--- src/rtl/truth_table_sweeper.sv ---
// Exhaustive stimulus engine: walks every input vector of a small combinational
// block, samples its response after HOLD cycles and scores it against EXPECTED.
module truth_table_sweeper #(
  parameter int unsigned               N_IN     = 4,
  parameter int unsigned               HOLD     = 20,
  parameter logic [(2**N_IN)-1:0]      EXPECTED = 16'h4644,
  parameter int unsigned               ERR_W    = N_IN + 1
) (
  input  logic              clk,
  input  logic              rst_n,
  input  logic              start,
  input  logic              dut_in,
  output logic [N_IN-1:0]   vec_out,
  output logic              busy,
  output logic              done,
  output logic              pass,
  output logic [ERR_W-1:0]  err_count,
  output logic              first_err_valid,
  output logic [N_IN-1:0]   first_err_idx
);

  localparam int unsigned HOLD_W = (HOLD > 1) ? $clog2(HOLD) : 1;
  localparam logic [HOLD_W-1:0] HOLD_LAST = HOLD_W'(HOLD - 1);
  localparam logic [N_IN-1:0]   VEC_LAST  = {N_IN{1'b1}};
  localparam logic [ERR_W-1:0]  ERR_MAX   = {ERR_W{1'b1}};

  typedef enum logic [1:0] {
    S_IDLE  = 2'd0,
    S_DRIVE = 2'd1,
    S_DONE  = 2'd2
  } state_e;

  state_e             state_q, state_d;
  logic [N_IN-1:0]    vec_q, vec_d;
  logic [HOLD_W-1:0]  hold_q, hold_d;
  logic               busy_q, busy_d;
  logic               done_q, done_d;
  logic               pass_q, pass_d;
  logic [ERR_W-1:0]   err_q, err_d;
  logic               fev_q, fev_d;
  logic [N_IN-1:0]    fei_q, fei_d;

  logic               mismatch_c;
  logic [ERR_W-1:0]   err_upd_c;

  // State and registered outputs
  always_ff @(posedge clk or negedge rst_n) begin
    if (!rst_n) begin
      state_q <= S_IDLE;
      vec_q   <= '0;
      hold_q  <= '0;
      busy_q  <= 1'b0;
      done_q  <= 1'b0;
      pass_q  <= 1'b0;
      err_q   <= '0;
      fev_q   <= 1'b0;
      fei_q   <= '0;
    end else begin
      state_q <= state_d;
      vec_q   <= vec_d;
      hold_q  <= hold_d;
      busy_q  <= busy_d;
      done_q  <= done_d;
      pass_q  <= pass_d;
      err_q   <= err_d;
      fev_q   <= fev_d;
      fei_q   <= fei_d;
    end
  end

  // Next-state: sweep sequencing and scoring
  always_comb begin
    state_d    = state_q;
    vec_d      = vec_q;
    hold_d     = hold_q;
    busy_d     = busy_q;
    done_d     = done_q;
    pass_d     = pass_q;
    err_d      = err_q;
    fev_d      = fev_q;
    fei_d      = fei_q;
    mismatch_c = (dut_in != EXPECTED[vec_q]);
    err_upd_c  = (mismatch_c && (err_q != ERR_MAX)) ? (err_q + ERR_W'(1)) : err_q;

    case (state_q)
      S_IDLE, S_DONE: begin
        if (start) begin
          state_d = S_DRIVE;
          vec_d   = '0;
          hold_d  = '0;
          busy_d  = 1'b1;
          done_d  = 1'b0;
          pass_d  = 1'b0;
          err_d   = '0;
          fev_d   = 1'b0;
          fei_d   = '0;
        end
      end
      S_DRIVE: begin
        if (hold_q == HOLD_LAST) begin
          err_d  = err_upd_c;
          hold_d = '0;
          if (mismatch_c && !fev_q) begin
            fev_d = 1'b1;
            fei_d = vec_q;
          end
          // Pass is judged on the count including the final vector's result
          if (vec_q == VEC_LAST) begin
            state_d = S_DONE;
            busy_d  = 1'b0;
            done_d  = 1'b1;
            pass_d  = (err_upd_c == '0);
          end else begin
            vec_d = vec_q + N_IN'(1);
          end
        end else begin
          hold_d = hold_q + HOLD_W'(1);
        end
      end
      default: state_d = S_IDLE;
    endcase
  end

  assign vec_out         = vec_q;
  assign busy            = busy_q;
  assign done            = done_q;
  assign pass            = pass_q;
  assign err_count       = err_q;
  assign first_err_valid = fev_q;
  assign first_err_idx   = fei_q;

endmodule

--- config.mk ---
export PLATFORM = sky130hd
export DESIGN_NAME = truth_table_sweeper
export DESIGN_NICKNAME = d
export VERILOG_FILES = /design/src/rtl/truth_table_sweeper.sv
export SDC_FILE = /design/constraint.sdc
export NUM_CORES = 1
export LEC_CHECK = 0
export CORE_MARGIN = 2
export CORE_UTILIZATION = 50
export CTS_BUF_LIST = sky130_fd_sc_hd__clkbuf_16
export CTS_CLUSTER_DIAMETER = 50
export DETAILED_ROUTE_END_ITERATION = 8
export PLACE_DENSITY = 0.76
export SYNTH_ARGS = -nofsm -noshare
export SYNTH_HDL_FRONTEND = slang
export SYNTH_SLANG_ARGS = --single-unit
--- constraint.sdc ---
create_clock -name clk -period 2.6 [get_ports clk]
set_clock_uncertainty 0.2 [all_clocks]
set_input_delay 0.65 -clock clk [delete_from_list [all_inputs] [get_ports clk]]
set_output_delay 0.65 -clock clk [all_outputs]
set_load 0.02 [all_outputs]
Yosys cells after proc, flatten, opt, wreduce, memory -nomap -nowiden
Memory sizes are Yosys's and may differ from the RTL's.
Cells that the tools add are included.
- flip-flop bits (word level): 24
- memories: 1
- memory bits (read-only): 16
- output and inout bits: 17
- logic and storage cells: 70
- mux-type cells: 32
- add/sub/neg operators: 3
- order comparisons: 1
- equal/unequal tests: 11
- reductions and logical operators: 13
- memory list (name ; depth ; bits a word ; rd ports ; clocked after Yosys merged registers in ; wr ports ; RTL line ; text):
    (name not given) ; 16 ; 1 ; 1 ; 0 ; 0 ; 82 ; mismatch_c = (dut_in != EXPECTED[vec_q]);
- operators by type and width (cell ; count):
    two-way mux 4 bit ; 5
    two-way mux 5 bit ; 4
    one-hot mux 5 bit (2 select lines) ; 2
    one-hot mux 4 bit (2 select lines) ; 2
    AND reduction 4 bit ; 3
    two-way mux 1 bit ; 11
    adder 5 x 1 -> 5 bit, second input constant ; 2
    inequality test 2 bit, second input constant ; 5
    one-hot mux 1 bit (2 select lines) ; 4
    two-way mux 2 bit ; 3
    AND reduction 3 bit ; 2
    equality test 5 bit, second input constant ; 1
    zero test 5 bit ; 1
    less-than comparator 4 x 5 -> 1 bit, second input constant ; 1
    inequality test 5 bit, second input constant ; 1
    adder 4 x 1 -> 4 bit, second input constant ; 1
    equality test 4 bit, second input constant ; 1
    one-hot mux 2 bit (2 select lines) ; 1
    equality test 2 x 1 -> 1 bit, second input constant ; 1
    equality test 2 bit, second input constant ; 1
    logical AND 1 bit ; 2
    zero test 2 bit ; 1
    AND reduction 2 bit ; 1
    nonzero test 2 bit ; 1
    3 further kinds ; 3

Longest topological paths before layout
Gate-level depths: netlist of run 1.
- depth in word-level cells: 9
- gate-level depth with buffers: 9
- depth with buffers taken out: 8

Least setup slack after synthesis of run 1
No wires, ideal clock.
- kind: reg2reg
- start point: register vec_q[0], in the netlist vec_out[0]
- end point: register pass_q, in the netlist pass
- cell stages (with the launch flop): 10
- required time: 2.270 ns
- arrival: 1.895 ns
- clock period less this slack: 2.226 ns
- path slack: 0.374 ns
- buffers on the path: 1
- path through: dfrtp_1 -> inv_1 -> ha_1 -> or2_0 -> a21o_1 -> a21oi_2 -> buf_4 -> nor4_1 -> a31oi_1 -> o31ai_2
- longest elaborated chain between the ends: 9
- RTL lines (element ; RTL line ; text):
    start: declaration ; 34 ; logic [N_IN-1:0] vec_q, vec_d;
    start signal: assignment ; 60 ; vec_q <= vec_d;
    memory (16 x 1 bit) ; -- ;
    two-way mux 1 bit (implied by the code) ; 82 ;
    inequality test 1 bit ; 82 ;
    logical AND 1 bit ; 83 ; err_upd_c = (mismatch_c && (err_q != ERR_MAX)) ? (err_q + ERR_W'(1)) : err_q;
    two-way mux 5 bit ; 83 ;
    zero test 5 bit ; 112 ; pass_d = (err_upd_c == '0);
    two-way mux 1 bit ; 108 ; if (vec_q == VEC_LAST) begin
    two-way mux 1 bit ; 100 ; if (hold_q == HOLD_LAST) begin
    one-hot mux 1 bit (2 select lines) ; 85 ; case (state_q)
    end signal: assignment ; 64 ; pass_q <= pass_d;
    end: declaration ; 38 ; logic pass_q, pass_d;
Several ways; a longest one is shown, not always the timed one. The select of a mux whose other input is x is not followed.
A chain may end at the register's enable or synchronous reset.

Worst setup path in the final report of run 1
Same ends and word-level chain as after synthesis.

==> results of run 1 <==
-- placed cells by master, fill, tap and decap left out, types with 2 or more instances in the layout --
cell and count:
o21ai_1 4, o21ai_0 12, a31oi_1 4, a21o_1 2, a22o_1 5, o21ai_2 2
nand3_1 3, dfrtp_1 24, buf_4 4, clkbuf_16 3, a32o_1 2, and3_1 2
nand2_1 14, nand2b_1 6, nor2_1 7, ha_1 5, clkdlybuf4s50_1 20, and2_1 3
inv_1 2, nor2b_1 5, nand4_1 2
-- final timing paths --
path,start,endpoint,depth (start not counted)
worst max register to register,vec_out[0]$_DFFE_PN0P_,pass$_DFFE_PN0P_,9
worst min-delay path,busy$_DFFE_PN0P_,busy$_DFFE_PN0P_,2
max in group asynchronous,rst_n,hold_q[1]$_DFFE_PN0P_,2
worst max-delay path,vec_out[0]$_DFFE_PN0P_,pass$_DFFE_PN0P_,9
worst min register to register,busy$_DFFE_PN0P_,busy$_DFFE_PN0P_,2
min in group asynchronous,rst_n,err_count[1]$_DFFE_PN0P_,2
-- per-layer routing --
layer	wire length, um	track usage
met1	1170	0.258
met2	1290	0.351
met3	122	0.0492
met4	45	0.104
met5	0	0
-- through the flow --
step	hold WS [ns]	total power, mW	instances
finish	0.282	1.56	180
global route	0.318	1.68	180
CTS	0.291	1.58	180
detailed placement	0.276	1.24	177
global placement	0.258	1.21	177
floorplan	0.154	1.00	126
-- logic make-up (layout without fill, tap and decap cells) --
| kind of cell | Yosys count | after routing | share of synthesized area |
|---|---|---|---|
| buffers and inverters | 5 | 29 | 0.0217 |
| adder cells (fa/ha/maj) | 5 | 5 | 0.0494 |
| XOR/XNOR | 1 | 1 | 0.00692 |
| flip-flops | 24 | 24 | 0.474 |
| multiplexers | 2 | 2 | 0.0168 |
| AO/OA/AOI/OAI | 40 | 40 | 0.218 |
| AND/OR/NAND/NOR | 49 | 49 | 0.212 |
-- layout make-up --
cell class | instances | area, sq um
tap | 30 | 37.5
sequential | 24 | 601
multi-input combinational | 97 | 638
timing repair buffer | 24 | 230
inverter | 2 | 7.51
clock buffer | 3 | 75.1
fill | 206 | 843
-- registers in the layout, summed over array words and instances, names as in the netlist --
name             flops
hold_q               5
state_q              2
busy                 1
first_err_valid      1
err_count            5
first_err_idx        4
pass                 1
vec_out              4
done                 1
-- report_power, final --
group          total (mW)  switching, mW  internal [mW]
Combinational       0.627          0.322          0.305
Clock               0.327          0.124          0.203
Sequential          0.609          0.129          0.480
-- worst register-to-register path: cells and delay by family (launching register included) --
family	cells	cell delay, ns
AOI/OAI and AO/OA	4	0.63
DFF	1	0.41
adders and majority gates	1	0.34
buffers and inverters	2	0.29
and+or+nand+nor	2	0.29
==> out/qor.yml, run 1 <==
synth_area_leaders: "dfrtp_1 (47%), ha_1 (4.9%), o21ai_0 (4.7%), nand2_1 (4.2%), a22o_1 (3.5%)"
drt_wl_total_um: 2620
cpLargestDelayFamily: "compound AO/OA/AOI/OAI gates"
timing.critical_path.buf_inv: 2
crit_arrival_ns: 2.21
cap_violations: 0
status: "completed"
htreeDepth: 1
clock_latency_ns: 0.26
powerDensity_nw_per_um2: 984
dieArea_sq_um: 2950
setup_viol: 0
cts_hold_buf: 0
cts_setup_buffers: 0
place_area_sq_um: 1510
numCtsBuffers: 3
synth.avg_cell_area_sq_um: 10.0
cts.repair.resized: 0
routedWlPerCell_um: 14.6
grt_max_degree: 25
port_buffers: 20
fin_crit_sh: 0.876
start_util: 0.521
design_area_sq_um: 1590
die_h_um: 54.3
vias: 1035
die_w_um: 54.3
yosysWarnings: 0
maxSlewHeadroom: 0.764
clk_pin_slew_worst_paths_ns: 0.06
path_class: "flop to flop"
finalCoreUtilization: 0.653
cpPeakStageDelay_ns: 0.41
core_area_sq_um: 2430
syn2layout_area_growth_pct: 25.5
synth_top_area_frac: 0.474
ys_types: 39
final_nets: 161
synth.yosys.seq_area_share: 0.474
worstPathCellList: "inv_1, ha_1, or2_0, a21o_1, a21oi_2, buf_4, nor4_1, a31oi_1, o31ai_2"
clock_path_buffers: 2
fin_ws_ns: 0.323
min_period_ns: 2.28
cts_tree: "done"
grt_first_pass_wirelength_um: 4370
crit_path_end_kind: "flop"
worstSetupStartpointType: "flop"
ys_top_cells_by_count: "dfrtp_1 (24), nand2_1 (14), o21ai_0 (12)"
crit_slowest_cell: "dfrtp_1"
syn_inst: 126
drive_above_1_share: 0.107
synth_edf_count: 0
fmax_ghz: 0.439
gp_congestion: 0.717
numClockSinks: 24
ir_drop_mv: 0.817
rsz0062_at_grt: "no"
drt_pass1_iterations: 4
tns_ns: 0
syn_nets: 135
synth_area_sq_um: 1270
p_leak_nw: 0.692
reg2reg_setup_slack_ns: 0.32
overflow: 0
finalMaxSlewViolations: 0
ant_nets: 0
path_max_fanout: 10
dp_slack_ns: 0.0740
yosysMostFrequentCell: "dfrtp_1"
synth_largest_area_cell: "dfrtp_1"
viasPerCell: 5.75
tightest_slew_ns: 0.352
async_flop_share: 1.00
route.detailed.drc: 0
required_ns: 2.54
ys_ff_latch: 24
clock-root-buffer: "clkbuf_16"
antenna_found_initial: 0
grt_util_all_layers: 0.212
ios: 21
drtIter0Drc: 20
hold_class: "flop to flop"
grt_pass1_vias: 977
hold_violations: 0
synth_ff_type: "dfrtp_1"
diodes: 0
rows: 18
Note: power is estimated with default switching activity, not from simulation.
==> inputs of run 2 (changes only) <==
- GPL_TIMING_DRIVEN: default -> 0
==> out/qor.yml, run 2 (synthesis gave the netlist of run 1 again) <==
tightest_slew_ns: 1.09  # +0.741 ns
cts_setup_buffers: 0  # unchanged
path_class: "primary input to flop"
cpPeakStageDelay_ns: 0.45  # +0.04 ns
syn2layout_area_growth_pct: 24.7
grt_max_degree: 25  # unchanged
die_h_um: 54.3  # unchanged
ios: 21  # unchanged
rsz0062_at_grt: "no"
worstSetupStartpointType: "primary input"
hold_depth: 2  # unchanged
overflow: 0  # unchanged
dieArea_sq_um: 2950  # unchanged
cts.repair.resized: 0  # unchanged
crit_path_end_kind: "flop"
clock_latency_ns: 0.26  # about the same
powerDensity_nw_per_um2: 982  # -0.14%
grt_pass1_vias: 942  # -3.6%
viasPerCell: 5.92  # +3.0%
required_ns: 2.53  # about the same
rr_worst_depth: 9  # unchanged
cpLargestDelayFamily: "buffers and inverters"
clock_path_buffers: 2  # unchanged
drive_above_1_share: 0.101  # -0.00600
start_util: 0.521  # unchanged
tns_ns: 0  # unchanged
cap_violations: 0  # unchanged
cts_hold_buf: 0  # unchanged
setup_viol: 0  # unchanged
hold_class: "flop to flop"
clock-root-buffer: "clkbuf_16"
vias: 1060  # +2.4%
hold_violations: 0  # unchanged
fmax_ghz: 0.444  # +1.1%
gp_congestion: 0.745  # +3.8%
status: "completed"
worstPathCellList: "clkdlybuf4s50_1, or2_0, a21o_1, a21oi_2, buf_4, nor4_1, a31oi_1, o31ai_2"
fin_crit_sh: 0.866  # -0.00948
finalMaxSlewViolations: 0  # unchanged
maxSlewHeadroom: 0.269  # -0.495
crit_arrival_ns: 2.18  # -0.03 ns
grt_util_all_layers: 0.204  # -0.00784
grt_first_pass_wirelength_um: 4220  # -3.6%
die_w_um: 54.3  # unchanged
min_period_ns: 2.25  # -0.0247 ns
core_area_sq_um: 2430  # unchanged
numClockSinks: 24  # unchanged
p_leak_nw: 0.687  # -0.69%
clk_pin_slew_worst_paths_ns: 0.06  # about the same
dpl.hpwl_um: 1870
rows: 18  # unchanged
final_common_cell: "dfrtp_1"
final_cell_mix: "dfrtp_1 (24), clkdlybuf4s50_1 (20), nand2_1 (14), o21ai_0 (12), nor2_1 (7)"
routedWlPerCell_um: 14.8  # +1.6%
cts_tree: "done"
drt_wl_total_um: 2650  # +1.0%
drt_pass1_iterations: 4  # unchanged
diodes: 0  # unchanged
port_buffers: 20  # unchanged
route.detailed.drc: 0  # unchanged
cp.depth: 8  # -1
holdWs_ns: 0.277  # -0.00502 ns
min-delay-start: "done$_DFFE_PN0P_"
ir_drop_mv: 0.763  # -6.6%
htreeDepth: 1  # unchanged
numCtsBuffers: 3  # unchanged
timing.critical_path.buf_inv: 2  # unchanged
crit_slowest_cell: "clkdlybuf4s50_1"
final_nets: 160  # -0.62%
drtIter0Drc: 14  # -30%
ant_nets: 0  # unchanged
r2r-start: "vec_out[0]$_DFFE_PN0P_"
antenna_found_initial: 0  # unchanged
finalCoreUtilization: 0.649  # -0.00411
path_max_fanout: 10  # unchanged
cp-startpoint: "dut_in"
run 2: changes by cell type in the layout (fill, tap and decap cells not counted):
cell and delta:
buf_4 -2, buf_2 +1
run 2: worst paths after layout:
check	end	slack, ns
min	done$_DFFE_PN0P_	0.28
min in group asynchronous	err_count[1]$_DFFE_PN0P_	0.79
max reg2reg	pass$_DFFE_PN0P_	0.35
max in group asynchronous	hold_q[0]$_DFFE_PN0P_	0.76
max	pass$_DFFE_PN0P_	0.35
min reg2reg	done$_DFFE_PN0P_	0.28
run 2: final cells by class:
class	instances	area [sq um]
Multi-Input combinational cell	97	638
Buffer	3	20.0
Fill cell	205	853
Clock buffer	3	75.1
Sequential cell	24	601
Timing Repair Buffer	20	200
Tap cell	30	37.5
Inverter	2	7.51
run 2: stage by stage:
stage	instances	worst slack [ns]	power (mW)	area (sq um)
after floorplan	126	0.374	1.00	1270
after global placement	176	0.0906	1.21	1500
after detailed placement	176	0.0869	1.23	1500
after CTS	179	0.340	1.56	1580
after global routing	179	0.213	1.66	1580
final	179	0.348	1.55	1580
run 2: layer usage:
layer / vias to the layer above / track usage / wire length (um)
li1: 508 / - / -
met1: 521 / 0.254 / 1200
met2: 20 / 0.333 / 1300
met3: 11 / 0.0410 / 74
met4: 0 / 0.108 / 74
met5: - / 0 / 0
run 2: tightest hold or removal path, cell delays in order, from the launching register on:
cell     delay [ns]
dfrtp_1        0.34
nand2_1        0.05
nand2_1        0.05
run 2: power by group:
group / total, mW / leakage, nW / switching (mW) / internal (mW)
Combinational: 0.617 / 0.346 / 0.314 / 0.303
Clock: 0.327 / 0.0370 / 0.124 / 0.203
Sequential: 0.607 / 0.304 / 0.126 / 0.480
Total: 1.55 / 0.687 / 0.564 / 0.987
==> inputs of run 3 (changes only) <==
- MAX_ROUTING_LAYER: default -> met4
- PLACE_DENSITY: 0.76 -> 0.85
==> out/qor.yml, run 3 (synthesis gave the netlist of run 1 again) <==
final_cell_mix: "dfrtp_1 (24), clkdlybuf4s50_1 (20), nand2_1 (14), o21ai_0 (12), nor2_1 (7)"
rows: 18  # unchanged
htreeDepth: 1  # unchanged
gp_congestion: 0.745  # about the same
required_ns: 2.54  # about the same
numCtsBuffers: 3  # unchanged
dieArea_sq_um: 2950  # unchanged
viasPerCell: 5.76  # -2.8%
fin_crit_sh: 0.901  # +0.0344
route.detailed.drc: 0  # unchanged
final_cell_count_no_fill: 180  # +0.56%
path_max_fanout: 10  # unchanged
grt_util_all_layers: 0.219  # +0.0147
tns_ns: 0  # unchanged
cts_setup_buffers: 0  # unchanged
rr_worst_depth: 9  # unchanged
cp-startpoint: "vec_out[0]$_DFFE_PN0P_"
cts.repair.resized: 0  # unchanged
drtIter0Drc: 17  # +3
start_util: 0.521  # unchanged
clk_pin_slew_worst_paths_ns: 0.06  # about the same
overflow: 0  # unchanged
numClockSinks: 24  # unchanged
grt_max_degree: 25  # unchanged
vias: 1036  # -2.3%
syn2layout_area_growth_pct: 25.0
grt_first_pass_wirelength_um: 4470  # +6.1%
tightest_slew_ns: 1.08  # -0.0149 ns
fmax_ghz: 0.427  # -3.8%
drt_wl_total_um: 2660  # +0.45%
cts_tree: "done"
crit_path_end_kind: "flop"
filler_cell_count: 193  # -5.9%
p_leak_nw: 0.688  # +0.23%
core_area_sq_um: 2430  # unchanged
powerDensity_nw_per_um2: 995  # +1.3%
ir_drop_mv: 0.878  # +15%
grt_pass1_vias: 974  # +3.4%
clock_latency_ns: 0.26  # about the same
cts_hold_buf: 0  # unchanged
port_buffers: 20  # unchanged
routedWlPerCell_um: 14.8  # -0.11%
worstSetupStartpointType: "flop"
diodes: 0  # unchanged
die_w_um: 54.3  # unchanged
status: "completed"
antenna_found_initial: 0  # unchanged
clock_path_buffers: 2  # unchanged
die_h_um: 54.3  # unchanged
final_common_cell: "dfrtp_1"
hold_violations: 0  # unchanged
reg2reg_setup_slack_ns: 0.26  # -0.09 ns
drt_pass1_iterations: 4  # unchanged
crit_arrival_ns: 2.28  # +0.10 ns
multi_input_area_sq_um: 638  # unchanged
ant_nets: 0  # unchanged
r2r-end: "pass$_DFFE_PN0P_"
min_period_ns: 2.34  # +0.0895 ns
final_nets: 160  # unchanged
setup_viol: 0  # unchanged
finalMaxSlewViolations: 0  # unchanged
maxSlewHeadroom: 0.279  # +0.00994
seq_area_sq_um: 601  # unchanged
crit_path_end: "pass$_DFFE_PN0P_"
ios: 21  # unchanged
path_class: "flop to flop"
dpl.hpwl_um: 1850  # -0.75%
drive_above_1_share: 0.100  # -0.000671
place_inst: 176  # unchanged
rsz0062_at_grt: "no"
hold_class: "flop to flop"
r2r-start: "vec_out[0]$_DFFE_PN0P_"
clock-root-buffer: "clkbuf_16"
cap_violations: 0  # unchanged
hold_depth: 2  # unchanged
finalCoreUtilization: 0.651  # +0.00154
-- run 3: cell types whose count changed in the layout (fill, tap and decap cells not counted) --
cell      previous run  this run
clkinv_1             0         1
-- run 3: routing by layer --
| layer | wire, um | global-route usage |
|---|---|---|
| met5 | 0 | - |
| met4 | 38 | 0.0875 |
| met3 | 96 | 0.0410 |
| met2 | 1360 | 0.345 |
| met1 | 1170 | 0.278 |
-- run 3: final cells by class --
class | count | area share
well taps | 30 | 0.0237
clock buffers | 3 | 0.0474
plain buffers | 3 | 0.0126
clock inverters | 1 | 0.00237
repair buffers | 20 | 0.126
inverters | 2 | 0.00474
multi-input cells | 97 | 0.403
flip-flops and latches | 24 | 0.379
-- run 3: how the worst min path moves through the flow --
stage                                             from                            to
after global placement                done$_DFFE_PN0P_              done$_DFFE_PN0P_
after detailed placement              done$_DFFE_PN0P_              done$_DFFE_PN0P_
after global routing      first_err_idx[2]$_DFFE_PN0P_  first_err_idx[2]$_DFFE_PN0P_
final                                 done$_DFFE_PN0P_              done$_DFFE_PN0P_
after CTS                             done$_DFFE_PN0P_              done$_DFFE_PN0P_
after floorplan                                  rst_n              busy$_DFFE_PN0P_
-- run 3: worst max-delay path: stages, from the launching register on --
cell	delay [ns]
dfrtp_1	0.42
inv_1	0.10
ha_1	0.34
or2_0	0.23
a21o_1	0.17
a21oi_2	0.19
buf_4	0.20
nor4_1	0.06
a31oi_1	0.23
o31ai_2	0.08
-- run 3: where the power goes --
part / switching, mW / internal (mW)
clock network: 0.132 / 0.206
logic: 0.320 / 0.305
registers: 0.131 / 0.480
total: 0.583 / 0.991
-- run 3: through the flow --
step | power [mW] | hold WS [ns] | worst slack, ns | cell area (sq um)
floorplan | 1.00 | 0.154 | 0.374 | 1270
global placement | 1.20 | 0.259 | 0.0737 | 1500
detailed placement | 1.23 | 0.266 | 0.0625 | 1500
CTS | 1.58 | 0.281 | 0.289 | 1580
global route | 1.68 | 0.318 | 0.102 | 1580
finish | 1.57 | 0.276 | 0.259 | 1580
